[config.mk]
export PLATFORM = sky130hd
export DESIGN_NAME = i2s_tdm_rx
export DESIGN_NICKNAME = d
export VERILOG_FILES = /design/src/rtl/i2s_tdm_rx.sv
export SDC_FILE = /design/constraint.sdc
export NUM_CORES = 1
export LEC_CHECK = 0
export ABC_AREA = 1
export BUFFER_PORTS_ARGS = -buffer_cell sky130_fd_sc_hd__buf_2
export CAP_MARGIN = 20
export CORE_ASPECT_RATIO = 0.8
export CORE_MARGIN = 5
export CORE_UTILIZATION = 60
export DETAILED_ROUTE_END_ITERATION = 7
export PLACE_DENSITY = 0.83
export SETUP_SLACK_MARGIN = 0.3
export SYNTH_ARGS = -nofsm -noshare
export SYNTH_HDL_FRONTEND = slang
export SYNTH_SLANG_ARGS = --single-unit
[constraint.sdc]
create_clock -name sclk_i -period 4.4 [get_ports sclk_i]
set_input_delay 0.88 -clock sclk_i [delete_from_list [all_inputs] [get_ports sclk_i]]
set_output_delay 0.88 -clock sclk_i [all_outputs]
set_load 0.02 [all_outputs]
[src/rtl/i2s_tdm_rx.sv]
// I2S / TDM serial-audio receiver: captures NUM_CH slots per frame in the bit-clock domain,
// checks frame length against ws, and publishes a complete frame with a one-cycle strobe.
module i2s_tdm_rx #(
   parameter int WIDTH     = 16,
   parameter int SLOT_BITS = 32,
   parameter int NUM_CH    = 2,
   parameter int MODE      = 0
) (
   input  logic                     sclk_i,
   input  logic                     rst_i,
   input  logic                     ws_i,
   input  logic                     sdata_i,
   input  logic                     clrErr_i,
   output logic [NUM_CH*WIDTH-1:0]  chanData_o,
   output logic                     pktValid_o,
   output logic                     locked_o,
   output logic                     frameErr_o
);

   localparam int FRAME_BITS = NUM_CH * SLOT_BITS;
   localparam int PW         = $clog2(FRAME_BITS);
   localparam int LAST_BIT   = (NUM_CH - 1) * SLOT_BITS + WIDTH - 1;
   localparam int NSTG       = (NUM_CH > 1) ? NUM_CH - 1 : 1;

   typedef enum logic {S_HUNT = 1'b0, S_RUN = 1'b1} state_t;

   state_t                    r_state, w_state_nx;
   logic                      r_ws_q;
   logic [PW-1:0]             r_p, w_p_nx;
   logic [WIDTH-2:0]          r_shift;
   logic [WIDTH-1:0]          r_stage [NSTG];
   logic [NUM_CH*WIDTH-1:0]   r_data, w_pub;
   logic                      r_pkt, r_err;

   logic                      w_run, w_e, w_p_end, w_short, w_long;
   logic                      w_cap, w_shift_en, w_store, w_publish;
   logic [WIDTH-1:0]          w_word;
   int                        w_f, w_slot, w_sbit;

   assign w_run   = (r_state == S_RUN);
   assign w_e     = r_ws_q & ~ws_i;
   assign w_p_end = (r_p == PW'(FRAME_BITS - 1));
   assign w_short = w_run & w_e & ~w_p_end;
   assign w_long  = w_run & ~w_e & w_p_end;
   assign w_word  = {r_shift, sdata_i};

   always_ff @(posedge sclk_i) begin
      if (rst_i) r_state <= S_HUNT;
      else       r_state <= w_state_nx;
   end

   always_comb begin
      w_state_nx = r_state;
      w_p_nx     = '0;
      case (r_state)
         S_HUNT: if (w_e) w_state_nx = S_RUN;
         S_RUN: begin
            if (w_long)    w_state_nx = S_HUNT;
            else if (!w_e) w_p_nx     = r_p + 1'b1;
         end
      endcase
   end

   // In I2S mode the bit sampled at the edge after period p is frame bit p, so the
   // last bit of a full-width frame lands on the next frame-start edge.
   always_comb begin
      w_cap = 1'b0;
      w_f   = 0;
      if (MODE == 0) begin
         w_cap = w_run & ~w_long;
         w_f   = int'(r_p);
      end else begin
         w_cap = w_e | (w_run & ~w_long);
         w_f   = w_e ? 0 : int'(r_p) + 1;
      end
      w_slot     = w_f / SLOT_BITS;
      w_sbit     = w_f % SLOT_BITS;
      w_shift_en = w_cap && (w_sbit < WIDTH);
      w_store    = w_shift_en && (w_sbit == WIDTH - 1);
      w_publish  = w_store && (w_f == LAST_BIT) && !w_short;
   end

   always_comb begin
      w_pub = '0;
      for (int k = 0; k < NUM_CH - 1; k++) w_pub[k*WIDTH +: WIDTH] = r_stage[k];
      w_pub[(NUM_CH-1)*WIDTH +: WIDTH] = w_word;
   end

   always_ff @(posedge sclk_i) begin
      if (rst_i) begin
         r_ws_q  <= 1'b0;
         r_p     <= '0;
         r_shift <= '0;
         for (int k = 0; k < NSTG; k++) r_stage[k] <= '0;
         r_data  <= '0;
         r_pkt   <= 1'b0;
         r_err   <= 1'b0;
      end else begin
         r_ws_q <= ws_i;
         r_p    <= w_p_nx;
         if (w_shift_en) r_shift <= w_word[WIDTH-2:0];
         for (int k = 0; k < NSTG; k++) begin
            if (w_short || w_long)
               r_stage[k] <= '0;
            else if (w_store && (w_slot == k) && (k < NUM_CH - 1))
               r_stage[k] <= w_word;
         end
         r_pkt <= w_publish;
         if (w_publish) r_data <= w_pub;
         // A new framing error outranks a clear request on the same edge.
         if (w_short || w_long) r_err <= 1'b1;
         else if (clrErr_i)     r_err <= 1'b0;
      end
   end

   assign chanData_o = r_data;
   assign pktValid_o = r_pkt;
   assign locked_o   = w_run;
   assign frameErr_o = r_err;

endmodule
# After elaboration in Yosys (flattened, before gate mapping)
# Memories as Yosys holds them, arrays and structs flattened. A register that Yosys moved wholly into a read port is not among the register bits.
# Cells that the tools add are included.
[totals]
mem_count = 1
ram_bits = 16
input_bits = 5
reg_bits = 57
[mem_list]
columns = ["memory", "words", "word_bits", "rd", "rd_clocked_by_memory_dff", "write_ports", "line_no", "source"]
rows = [
  ["r_stage", 1, 16, 1, 1, 1, "31", "logic [WIDTH-1:0] r_stage [NSTG];"],
]
[classes]
add_sub_neg = 1
bitwise_logic = 11
n_lt_le_gt_ge = 1
eq_ne = 3
muxes = 18
n_reduce_logical = 12
[op_table]
columns = ["op", "n"]
rows = [
  ["32-bit logical NOT", 1],
  ["16-bit two-way mux", 2],
  ["16-bit OR reduction", 2],
  ["1-bit two-way mux", 15],
  ["6-bit equality test (second input constant)", 2],
  ["6-bit by 1-bit adder with 6-bit output (second input constant)", 1],
  ["1-bit AND", 6],
  ["5-bit equality test (second input constant)", 1],
  ["1-bit logical AND", 5],
  ["5-bit less-than comparator (second input constant)", 1],
  ["1-bit inverter", 5],
  ["4-bit OR reduction", 1],
  ["1-bit case mux with 2 select lines", 1],
  ["2-bit nonzero test", 1],
  ["1-bit logical NOT", 1],
  ["1-bit logical OR", 1],
]

# Logic depth before layout (Yosys ltp)
[logic_depth]
depth_word = 16
mapped_depth = 10
depth_no_buf = 9

# Worst setup path after synthesis
# OpenSTA, ideal clock, no wires.
[synth_timing]
path_kind = "input to register"
from = "in ws_i"
to = "mem r_stage[0][0] (enable)"
setup_ps = 362
slack_ps = 2036
required_time_ps = 4038
path_stages = 9
n_path_buf = 1
t_arrival_ps = 2002
cell_sequence = "inv_1 > nand2_1 > nor2_1 > nand2_4 > nand2_4 > nor2_4 > nand2_4 > buf_6 > nand2_1"
[synth_between]
elab_chain_len = 16
word_cells_on_any_way = 24
cone_classes = "mux (9); bitwise (9); reduce/logical (6)"
[synth_rtl]
columns = ["element", "line_no", "source"]
rows = [
  ["start: declaration", "11", "input logic ws_i,"],
  ["1-bit inverter (*)", "41", "assign w_e = r_ws_q & ~ws_i;"],
  ["1-bit AND (*)", "41", ""],
  ["1-bit inverter", "44", "assign w_long = w_run & ~w_e & w_p_end;"],
  ["1-bit AND (2 in series)", "44", ""],
  ["1-bit inverter", "-", ""],
  ["1-bit AND", "-", ""],
  ["1-bit logical AND", "78", "w_shift_en = w_cap && (w_sbit < WIDTH);"],
  ["1-bit logical AND", "79", "w_store = w_shift_en && (w_sbit == WIDTH - 1);"],
  ["1-bit logical AND", "105", "else if (w_store && (w_slot == k) && (k < NUM_CH - 1))"],
  ["1-bit two-way mux", "105", ""],
  ["1-bit two-way mux", "103", "if (w_short || w_long)"],
  ["1-bit two-way mux", "90", "if (rst_i) begin"],
  ["1-bit two-way mux (implied by the code)", "106", "r_stage[k] <= w_word;"],
  ["16-bit OR reduction (no line)", "-", ""],
  ["1-bit two-way mux (no line) (*)", "-", ""],
  ["end: declaration", "31", ""],
]
# Mark *: on every way between the ends. The rest lies on a longest branch, timed or not.

# Worst setup path after layout
[layout_timing]
from = "reg r_p[0]"
to = "reg r_data[8], in the netlist chanData_o[8] (read register of r_stage)"
[layout_between]
elab_chain_len = 8
word_cells_on_any_way = 14
cone_classes = "order compare (1); eq/ne (3); bitwise (5); reduce/logical (5)"
[layout_rtl]
columns = ["element", "line_no", "source"]
rows = [
  ["start: declaration", "29", "logic [PW-1:0] r_p, w_p_nx;"],
  ["start signal: assignment", "100", "r_p <= w_p_nx;"],
  ["6-bit equality test", "42", "assign w_p_end = (r_p == PW'(FRAME_BITS - 1));"],
  ["1-bit AND", "44", ""],
  ["1-bit inverter", "-", ""],
  ["1-bit AND", "-", ""],
  ["1-bit logical AND", "78", ""],
  ["1-bit logical AND", "79", ""],
  ["1-bit logical AND", "80", "w_publish = w_store && (w_f == LAST_BIT) && !w_short;"],
  ["1-bit logical AND (*)", "80", ""],
  ["end: declaration", "32", "logic [NUM_CH*WIDTH-1:0] r_data, w_pub;"],
]
# Marks and branches as above.
# A chain may end at the register's enable or synchronous reset.

==> results.md <==
- Outcome: complete, no violations
- R2R Setup Slk: 1.68 ns
- IO Pins: 40
- Vias in the first global route: 1927
- CTS buffer count: 9
- Dominant cells by area after synthesis: dfxtp_1, edfxtp_1, a21oi_1
- Ys flop type: dfxtp_1
- DP Wirelength: 3420 µm
- Fmax: 0.367 GHz
- Worst setup path endpoint: chanData_o[8]
- DR pass1 iterations: 4
- Final hold vios: 0
- Number of synthesized flops with an enable pin: 16
- Worst reg2reg endpoint: chanData_o[8]
- Synth Area in XOR/XNOR: 0.00312
- Class of the worst hold path: reg -> reg
- Register area share after synthesis: 0.578
- Clock Skews: 0.00808 ns
- Lkg Pwr: 0.00118 µW
- Number of max-cap violations: 0
- DR WL/cell: 13.0 µm
- Post-synthesis mux area share: 0
- Reg clk slew, reported paths: 0.07 ns
- Setup TNS: 0 ns
- Synth warnings: 0
- Critical path cell sequence: ha_1 -> nand2_2 -> nor2_4 -> ha_1 -> nand2_1 -> nor2_4 -> nand2_2 -> nand2_1 -> a21oi_1
- Post-Synthesis Net Count: 311
- Post-CTS Hold Buffers: 0
- Post-synthesis cell area: 0.00280 mm²
- Die ar.: 0.00615 mm²
- Worst setup path start: r_p[0]
- WP data arrival: 2.91 ns
- Overflow after GRT: 0
- CP max stage cell: nor2_4
- Inst Count DP: 386
- WP data required: 4.59 ns
- Gr usage total: 0.180
- Layout cells sized above 1: 0.202
- Post-synthesis area per instance: 9.22 µm²
- Synth Area in Compound Gates: 0.120
- Antenna cells: 0
- I/O Buffers: 39
- Worst slew pin tran: 0.719 ns
- Site Rows: 22
- Yosys top cell by area: dfxtp_1
- Period minus WS final: 2.72 ns
- Largest family of logic cells by synthesized area: simple AND/OR/NAND/NOR gates
- Slew Limit Fails: 0
- First-pass GRT wire length: 8640 µm
- Simple logic cell fraction of the synthesized area: 0.217
- WP depth: 9
- Reg-to-Reg Start: r_p[0]
- CTS tree: yes
- Startpoint types: register
- CORE AREA: 0.00457 mm²
- Pwr dens: 378 mW/mm²
- DR iter-0 viols: 191
- H-tree levels: 3
- CP Max Fanout: 33
- Initial Util: 0.614
- CP Class: reg -> reg
- RSZ-0062 raised after global routing: no
- Final Cycle Share: 0.619
- Gate count of the mapped netlist: 304
- Commonest cells post-synth: dfxtp_1, a21oi_1, nand2_1
- Post-route DRC: 0
- Root Buffer: clkbuf_8
- Routability congestion estimate from global placement: 0.800
- Worst path top cell family by delay: simple AND/OR/NAND/NOR gates
- Synth-to-Final Area Change: 11.8%
- Max stage delay on crit path: 0.61 ns
- Cell with the most instances after synthesis: dfxtp_1
- Initial antenna violation count: 0
- Top-area cell type share of the netlist area: 0.407
- Finish-stage setup viols: 0
- Largest net degree at the start of global routing: 38
- Worst Path Buf+Inv: 0
- Worst Reg-to-Reg Cells: 9
- Post-Layout Cell Count: 402
- Post-CTS setup buffer count: 0
- Via count: 2114
- Post-Synth Adder-Cell Area: 0.00892
- Yosys reg bits: 73
- Clock Tree Buf Depth: 2
- Die width: 86.4 µm
- Vias/cell: 5.26
- Clk sink count: 73
- Crit. End Element: register
- WL final: 5230 µm
- Routed Antenna Nets: 0
- Nets@finish: 344
- Worst-skew pair later-pin latency: 0.34 ns
- Rel. slew slack: 0.520
- Worst VDD drop: 286 µV
- Count of cell types in the netlist: 19
- Die Ht: 71.1 µm
- Resized cells post-CTS: 0
- Ys async rst share: 0
-- state kept, by name, summed over array words and instances (netlist names) --
signal and flops:
frameErr_o 1, chanData_o 32, r_p 6, locked_o 1, r_stage 16, pktValid_o 1
r_ws_q 1, r_shift 15
-- layout by cell type, fill, tap and decap left out, drive strengths merged --
cell	instances
o21ai	17
nand2	47
clkinv	1
xor2	1
ha	2
nor3b	1
nor2	32
nand3	36
clkbuf	15
buf	40
edfxtp	16
nor3	1
dfxtp	57
a21oi	50
inv	26
-- report_power, final --
| part | switching [µW] | internal (µW) | leakage, µW |
|---|---|---|---|
| combinational | 30.5 | 9.68 | 0.000473 |
| clock | 218 | 220 | 0.0000794 |
| sequential | 8.60 | 699 | 0.000626 |
| total | 257 | 928 | 0.00118 |
-- final cells by class --
type                    count  area, µm²
fillers                   374       1430
well taps                  60       75.1
flip-flops and latches     73       1620
repair buffers             40        203
inverters                  26       97.6
multi-input cells         187        978
clock inverters             1       3.75
clock buffers              15        156
-- per-layer routing --
layer	part of all wire	GRT usage	wire length (µm)	up-vias
met2	0.46	0.281	2430	64
met3	0.076	0.0710	400	6
met1	0.45	0.230	2330	977
li1	-	-	-	1067
met4	0.014	0.0588	75	0
met5	0	0	0	-
-- worst reg2reg max path, delay by kind of cell, from the launching register on --
kind	cells	cell delay, ns
adders and majority gates	2	0.37
and+or+nand+nor	6	1.75
AOI/OAI and AO/OA	1	0.10
DFF	1	0.35
-- worst min path at each step --
stage	startpoint	to	slack (ns)	cells after the start
6_report	r_p[0]	r_p[0]	0.45	1
5_1_grt	chanData_o[26]	chanData_o[26]	0.47	2
4_1_cts	r_p[0]	r_p[0]	0.45	1
3_5_place_dp	r_p[0]	r_p[0]	0.44	1
3_3_place_gp	r_p[0]	r_p[0]	0.43	1
2_1_floorplan	r_p[0]	r_p[0]	0.42	1
-- cell families (layout without fill, tap and decap cells) --
family	Yosys count	count (layout)
AO/OA/AOI/OAI	67	67
XOR/XNOR	1	1
adder cells (fa/ha/maj)	2	2
buffers and inverters	44	82
flip-flops	73	73
AND/OR/NAND/NOR	117	117
-- stage by stage --
step,cell area [µm²],utilization,hold WS (ns),worst slack (ns),power (µW)
2_1_floorplan,2800,-,0.418,2.04,751
3_3_place_gp,2980,0.651,0.428,1.54,760
3_5_place_dp,2980,0.651,0.441,1.42,762
4_1_cts,3140,0.686,0.452,1.68,1190
5_1_grt,3140,0.686,0.471,1.41,1230
6_report,3140,0.686,0.450,1.68,1180
Power figures use the tool's default switching activity.
